[src/rtl/in_port_if.sv]
// Handshake/bus bundle between an external device, the inbound port controller and the core.
// The slave side is the controller; the master side is whoever drives the device and the core.
interface in_port_if #(
  parameter int DATA_W = 16,
  parameter int DEPTH  = 4
);
  localparam int CNT_W = $clog2(DEPTH) + 1;

  logic              dev_valid;
  logic [DATA_W-1:0] dev_data;
  logic              dev_ready;
  logic              in_read;
  logic [DATA_W-1:0] input_port;
  logic              input_valid;
  logic              interrupt_signal;
  logic              irq_ack;
  logic              clr_ovf;
  logic              overflow;
  logic [CNT_W-1:0]  fifo_count;

  modport slave (
    input  dev_valid, dev_data, in_read, irq_ack, clr_ovf,
    output dev_ready, input_port, input_valid, interrupt_signal, overflow, fifo_count
  );

  modport master (
    output dev_valid, dev_data, in_read, irq_ack, clr_ovf,
    input  dev_ready, input_port, input_valid, interrupt_signal, overflow, fifo_count
  );
endinterface

[src/rtl/in_port_controller.sv]
// Inbound device-to-core port: small FIFO feeding input_port plus an interrupt generator.
// Define INPORT_LEVEL_IRQ_EN for a level interrupt; default build uses a rate-limited pulse.
module in_port_controller #(
  parameter int DATA_W      = 16,
  parameter int DEPTH       = 4,
  parameter int IRQ_HOLDOFF = 8
) (
  input  logic     clk,
  input  logic     rst,
  in_port_if.slave bus
);
  localparam int PTR_W = $clog2(DEPTH);
  localparam int CNT_W = PTR_W + 1;

  logic [DATA_W-1:0] mem [DEPTH];
  logic [PTR_W-1:0]  wr_ptr;
  logic [PTR_W-1:0]  rd_ptr;
  logic [CNT_W-1:0]  count;
  logic              ovf_q;
  logic              full;
  logic              empty;
  logic              push;
  logic              pop;

  assign full  = (count == CNT_W'(DEPTH));
  assign empty = (count == '0);
  assign push  = bus.dev_valid && !full;
  assign pop   = bus.in_read && !empty;

  assign bus.dev_ready   = !full;
  assign bus.input_valid = !empty;
  assign bus.input_port  = empty ? '0 : mem[rd_ptr];
  assign bus.overflow    = ovf_q;
  assign bus.fifo_count  = count;

  // Storage carries no reset: occupancy alone decides what is visible.
  always_ff @(posedge clk) begin
    if (push) begin
      mem[wr_ptr] <= bus.dev_data;
    end
  end

  always_ff @(posedge clk) begin
    if (!rst) begin
      wr_ptr <= '0;
      rd_ptr <= '0;
      count  <= '0;
      ovf_q  <= 1'b0;
    end else begin
      if (push) begin
        wr_ptr <= wr_ptr + PTR_W'(1);
      end
      if (pop) begin
        rd_ptr <= rd_ptr + PTR_W'(1);
      end
      case ({push, pop})
        2'b10:   count <= count + CNT_W'(1);
        2'b01:   count <= count - CNT_W'(1);
        default: count <= count;
      endcase
      // A refused offer outranks a clear issued in the same cycle.
      if (bus.dev_valid && full) begin
        ovf_q <= 1'b1;
      end else if (bus.clr_ovf) begin
        ovf_q <= 1'b0;
      end
    end
  end

`ifdef INPORT_LEVEL_IRQ_EN
  typedef enum logic {
    IDLE  = 1'b0,
    DRAIN = 1'b1
  } irq_state_t;

  irq_state_t state;

  // Request stays up while data waits, muted once the core has acknowledged.
  assign bus.interrupt_signal = !empty && (state != DRAIN);

  always_ff @(posedge clk) begin
    if (!rst) begin
      state <= IDLE;
    end else begin
      case (state)
        IDLE:    if (bus.irq_ack) state <= DRAIN;
        DRAIN:   if (empty) state <= IDLE;
        default: state <= IDLE;
      endcase
    end
  end
`else
  localparam int HO_W = $clog2(IRQ_HOLDOFF + 2);

  typedef enum logic [1:0] {
    IDLE     = 2'd0,
    ASSERT   = 2'd1,
    WAIT_ACK = 2'd2,
    DRAIN    = 2'd3
  } irq_state_t;

  irq_state_t       state;
  logic [HO_W-1:0]  holdoff;
  logic             irq_q;

  function automatic logic [HO_W-1:0] sat_dec(input logic [HO_W-1:0] v);
    return (v == '0) ? v : v - HO_W'(1);
  endfunction

  assign bus.interrupt_signal = irq_q;

  // Holdoff runs down in every state; only the ASSERT cycle reloads it.
  always_ff @(posedge clk) begin
    if (!rst) begin
      state   <= IDLE;
      holdoff <= '0;
      irq_q   <= 1'b0;
    end else begin
      holdoff <= sat_dec(holdoff);
      irq_q   <= 1'b0;
      case (state)
        IDLE: begin
          if ((push || !empty) && (holdoff == '0)) begin
            state <= ASSERT;
            irq_q <= 1'b1;
          end
        end
        ASSERT: begin
          holdoff <= HO_W'(IRQ_HOLDOFF);
          state   <= WAIT_ACK;
        end
        WAIT_ACK: begin
          if (bus.irq_ack) state <= DRAIN;
        end
        DRAIN: begin
          if (empty && (holdoff == '0)) state <= IDLE;
        end
        default: state <= IDLE;
      endcase
    end
  end
`endif

endmodule

[src/flat_wrapper.sv]
// flat-port wrapper written by rule: the top's interface ports become plain ports
module in_port_controller_flat 
#(
  parameter int DATA_W      = 16,
  parameter int DEPTH       = 4,
  parameter int IRQ_HOLDOFF = 8
)
  (clk, rst, bus_dev_valid, bus_dev_data, bus_in_read, bus_irq_ack, bus_clr_ovf, bus_dev_ready, bus_input_port, bus_input_valid, bus_interrupt_signal, bus_overflow, bus_fifo_count);
  in_port_if #(.DATA_W(DATA_W), .DEPTH(DEPTH)) bus_i ();
  input  logic clk;
  input  logic rst;
  input wire logic [$bits(bus_i.dev_valid)-1:0] bus_dev_valid;
  input wire logic [$bits(bus_i.dev_data)-1:0] bus_dev_data;
  input wire logic [$bits(bus_i.in_read)-1:0] bus_in_read;
  input wire logic [$bits(bus_i.irq_ack)-1:0] bus_irq_ack;
  input wire logic [$bits(bus_i.clr_ovf)-1:0] bus_clr_ovf;
  output wire logic [$bits(bus_i.dev_ready)-1:0] bus_dev_ready;
  output wire logic [$bits(bus_i.input_port)-1:0] bus_input_port;
  output wire logic [$bits(bus_i.input_valid)-1:0] bus_input_valid;
  output wire logic [$bits(bus_i.interrupt_signal)-1:0] bus_interrupt_signal;
  output wire logic [$bits(bus_i.overflow)-1:0] bus_overflow;
  output wire logic [$bits(bus_i.fifo_count)-1:0] bus_fifo_count;
  assign bus_i.dev_valid = bus_dev_valid;
  assign bus_i.dev_data = bus_dev_data;
  assign bus_i.in_read = bus_in_read;
  assign bus_i.irq_ack = bus_irq_ack;
  assign bus_i.clr_ovf = bus_clr_ovf;
  assign bus_dev_ready = bus_i.dev_ready;
  assign bus_input_port = bus_i.input_port;
  assign bus_input_valid = bus_i.input_valid;
  assign bus_interrupt_signal = bus_i.interrupt_signal;
  assign bus_overflow = bus_i.overflow;
  assign bus_fifo_count = bus_i.fifo_count;
  in_port_controller #(.DATA_W(DATA_W), .DEPTH(DEPTH), .IRQ_HOLDOFF(IRQ_HOLDOFF)) u_core (.clk(clk), .rst(rst), .bus(bus_i));
endmodule
[config.mk]
export PLATFORM = sky130hd
export DESIGN_NAME = in_port_controller_flat
export DESIGN_NICKNAME = d
export VERILOG_FILES = /design/src/rtl/in_port_if.sv /design/src/rtl/in_port_controller.sv /design/src/flat_wrapper.sv
export SDC_FILE = /design/constraint.sdc
export NUM_CORES = 1
export LEC_CHECK = 0
export ABC_AREA = 1
export CORE_MARGIN = 2
export CORE_UTILIZATION = 35
export CTS_BUF_LIST = sky130_fd_sc_hd__clkbuf_8
export CTS_CLUSTER_DIAMETER = 40
export CTS_CLUSTER_SIZE = 30
export DETAILED_ROUTE_END_ITERATION = 12
export GPL_TIMING_DRIVEN = 1
export MAX_ROUTING_LAYER = met4
export PLACE_DENSITY = 0.63
export SYNTH_ARGS = -nofsm -noshare
export SYNTH_HDL_FRONTEND = slang
export SYNTH_SLANG_ARGS = --single-unit
export TNS_END_PERCENT = 30
[constraint.sdc]
create_clock -name clk -period 2.1 [get_ports clk]
set_input_delay 0.21 -clock clk [delete_from_list [all_inputs] [get_ports clk]]
set_output_delay 0.21 -clock clk [all_outputs]
set_load 0.02 [all_outputs]
==> results.txt <==
* Worst vdd rail ir drop: 0.776 mV
- The first detailed-routing pass took 4 iterations.
* Via count: 2,340
* Setup repair after global routing missed its margin: true
- Fraction of power consumed by sequential logic: 38.8%
* TritonCTS buffer count: 9
* Highest net fanout along the worst path: 19
* Cell at the root of the clock tree: sky130_fd_sc_hd__clkbuf_8
* Category of the worst setup path capture point: primary output
* Clock tree from TritonCTS: done
- Compared with the post-synthesis result, the final layout area differs by 24.3%.
- The Yosys step of the flow raised 0 warnings.
- Overall die area: 10,600 sq um
* Port-buffer cells: 44
- Final non-filler cell area: 4250 sq um
- Summed over all cells, the static leakage comes to 1.62 nW.
* Post-Route Skew: 0.00974 ns
- The H-tree was split into 3 levels.
- Data required time at the worst endpoint: 1.89 ns
* Syn_nets: 344
- Bufs on Longest Clock Path: 2
* Number of flip-flops and latches in the synthesized netlist: 81
- The floorplan step set the die height to 103 um.
- In this run the standard cell core region covers 9640 sq um.
- Switching power: 2.02 mW
* Initial antenna violation count: 0
* Worst max-slew margin expressed relative to the limit: 69.8%
* Arrival time at the worst endpoint: 1.81 ns
* Clock net sink count: 81
- Final Setup Violations: 0
- Post-CTS clock slew at the launch and capture registers of the worst setup and hold paths: 0.08 ns
* Combinational group share of total power: 39.6%
- Initial DRC count: 131
* Setup TNS: 0 ns
* Run status: finished clean
- The final layout contains 400 nets.
- In this run switching power makes up 38.0% of total power.
- Counting distinct cell types in the post-synthesis netlist gives 28.
* Global-route usage over all layers: 13.7%
* Final-report hold violation count: 0
- Cells fill 44.1% of the core in the end.
* Number of pins with negative max-slew slack in the final report: 0
- Wire length reported by the detailed router: 6.54 mm
* Number of flops mapped to enable cells by yosys: 64
* Std-Cell Rows: 36
- In the final layout, the share of cells above drive strength 1 is 11.9%.
* Post-synthesis instance total: 310
- Summing internal, switching and leakage power gives 5.32 mW.
- The worst setup path is launched from a flip-flop.
- Time the worst path needs with I/O delays and setup: 2.02 ns
* Routability cong.: 0.763
* Top_reg_cell synth: sky130_fd_sc_hd__edfxtp_1
- # diodes: 0
- Via count of the first global-routing pass: 2,233
* Syn Std Cell Area: 3420 sq um
* Most common cell after layout, fill and taps aside: sky130_fd_sc_hd__nor2_1
* Post-Place Cell Area: 4070 sq um
- Static timing analysis puts the maximum clock frequency at 0.495 GHz.
* Residual antenna-violating net count after detailed routing: 0
- Hpwl dp: 4.28 mm
- Max-cap violations in this run came to 0.
* Total congestion overflow: 0
* Final cycle utilization of the critical path: 96.2%
- Skew-Pair Late Insertion Delay: 0.34 ns
* Global-route wire length before repair: 10.5 mm
* Avg Synthesized Cell Area: 11.0 sq um
- Once the floorplan was initialized, standard cells occupied 35.5% of the core.
- # Post-CTS Setup Buffers: 0
- Commonest cells after routing, fill and taps aside: sky130_fd_sc_hd__nor2_1, sky130_fd_sc_hd__edfxtp_1, sky130_fd_sc_hd__o21ai_0
- The floorplan step set the die width to 103 um.
- Type of the setup path with the least slack: reg -> out
- Power per standard cell area: 1250 nW/um^2
* Worst Slack Setup Final: 0.0795 ns
- Internal power of the cells: 3.30 mW
- In this run, the clock network consumes 21.6% of the power.
* Min-delay worst type: reg -> reg
- Of all flip-flops after synthesis, the portion carrying an async set or reset was 0%.
- Top Ports: 45
- After detailed routing, the number of remaining DRC violations is 0.
- For the pin with the worst max-slew slack, the measured transition is 0.451 ns.
* Maximum number of pins on one net before global-route repair: 25
- Prior to clock tree synthesis, the placed netlist has a worst setup slack of 0.0788 ns.
- Routed length per instance: 13.0 um
- # fillers: 951
- Summing the sequential cell areas from Yosys gives 66.1% of the chip area.
- Dividing the detail-routed via count by the number of cells gives 4.64.
[registers in the layout (all words and copies together) (netlist names), named ones only]
register	flops
u_core.bus.fifo_count	3
u_core.bus.interrupt_signal	1
u_core.bus.overflow	1
u_core.holdoff	4
u_core.mem	64
u_core.rd_ptr	2
u_core.state	2
u_core.wr_ptr	2
[cell type report]
cell class                 instances  area, sq um  area share, %
timing repair buffer              57          527           12.4
clock inverter                     7         76.3           1.80
tap                              133          166           3.92
clock buffer                       9          124           2.91
sequential                        81         2260           53.3
multi-input combinational        187          981           23.1
inverter                          30          113           2.65
[per-stage QoR]
stage                     std cells  hold slack [ns]
after global placement          488            0.458
final                           504            0.479
after floorplan                 310            0.309
after CTS                       504            0.471
after global routing            504            0.481
after detailed placement        488            0.473
[worst paths after layout]
kind              cells past startpoint                       end                     start  slack [ns]
setup / recovery                      5           bus_input_valid  u_core.bus.fifo_count[0]        0.08
hold / removal                        2       u_core.bus.overflow       u_core.bus.overflow        0.48
setup reg to reg                     11  u_core.bus.fifo_count[2]  u_core.bus.fifo_count[1]        0.20
hold reg to reg                       2       u_core.bus.overflow       u_core.bus.overflow        0.48
[layer usage]
| layer | GRT usage [%] | share of wire, % |
|---|---|---|
| met3 | 3.19 | 4.9 |
| met4 | 5.67 | 1.5 |
| met1 | 15.7 | 44 |
| met2 | 23.1 | 49 |
| met5 | - | 0 |
[synth_stat cells (2+ instances only)]
| cell | count | share of area (%) |
|---|---|---|
| sky130_fd_sc_hd__a21oi_1 | 26 | 3.8 |
| sky130_fd_sc_hd__buf_2 | 8 | 1.2 |
| sky130_fd_sc_hd__clkbuf_2 | 2 | 0.29 |
| sky130_fd_sc_hd__dfxtp_1 | 17 | 9.9 |
| sky130_fd_sc_hd__edfxtp_1 | 64 | 56 |
| sky130_fd_sc_hd__ha_1 | 11 | 4.0 |
| sky130_fd_sc_hd__inv_1 | 25 | 2.7 |
| sky130_fd_sc_hd__inv_2 | 5 | 0.55 |
| sky130_fd_sc_hd__nand2_1 | 15 | 1.6 |
| sky130_fd_sc_hd__nand2_2 | 4 | 0.73 |
| sky130_fd_sc_hd__nand4_1 | 2 | 0.37 |
| sky130_fd_sc_hd__nor2_1 | 74 | 8.1 |
| sky130_fd_sc_hd__nor2_4 | 2 | 0.66 |
| sky130_fd_sc_hd__nor3_1 | 2 | 0.29 |
| sky130_fd_sc_hd__o21ai_0 | 35 | 5.1 |
| sky130_fd_sc_hd__o21ai_1 | 6 | 0.88 |
[cells by family after synthesis]
group	synth area share, %
compound gates	10.4
flops	66.1
xor+xnor	0.256
fa+ha+maj	4.61
buf+inv	5.19
simple gates	13.4
[worst max-delay path: stages, from the launching register on]
cell	delay, ns
sky130_fd_sc_hd__dfxtp_1	0.34
sky130_fd_sc_hd__inv_2	0.11
sky130_fd_sc_hd__nand2_4	0.07
sky130_fd_sc_hd__nor2_8	0.31
sky130_fd_sc_hd__inv_1	0.08
sky130_fd_sc_hd__clkdlybuf4s50_1	0.55
[power groups by stage]
stage / combinational, mW / sequential (mW) / clock (mW)
CTS: 2.14 / 2.07 / 1.18
floorplan: 1.36 / 2.12 / 0
global placement: 2.25 / 2.10 / 0
global route: 2.35 / 2.09 / 1.23
finish: 2.11 / 2.07 / 1.15
detailed placement: 2.29 / 2.11 / 0
[timing repair]
item	in CTS	in global routing
endpoints found under the setup margin	16	3
gates resized for setup	16	3
pin swaps	0	0
hold buffers	0	0
gates cloned	0	0
Power figures use the tool's default switching activity.
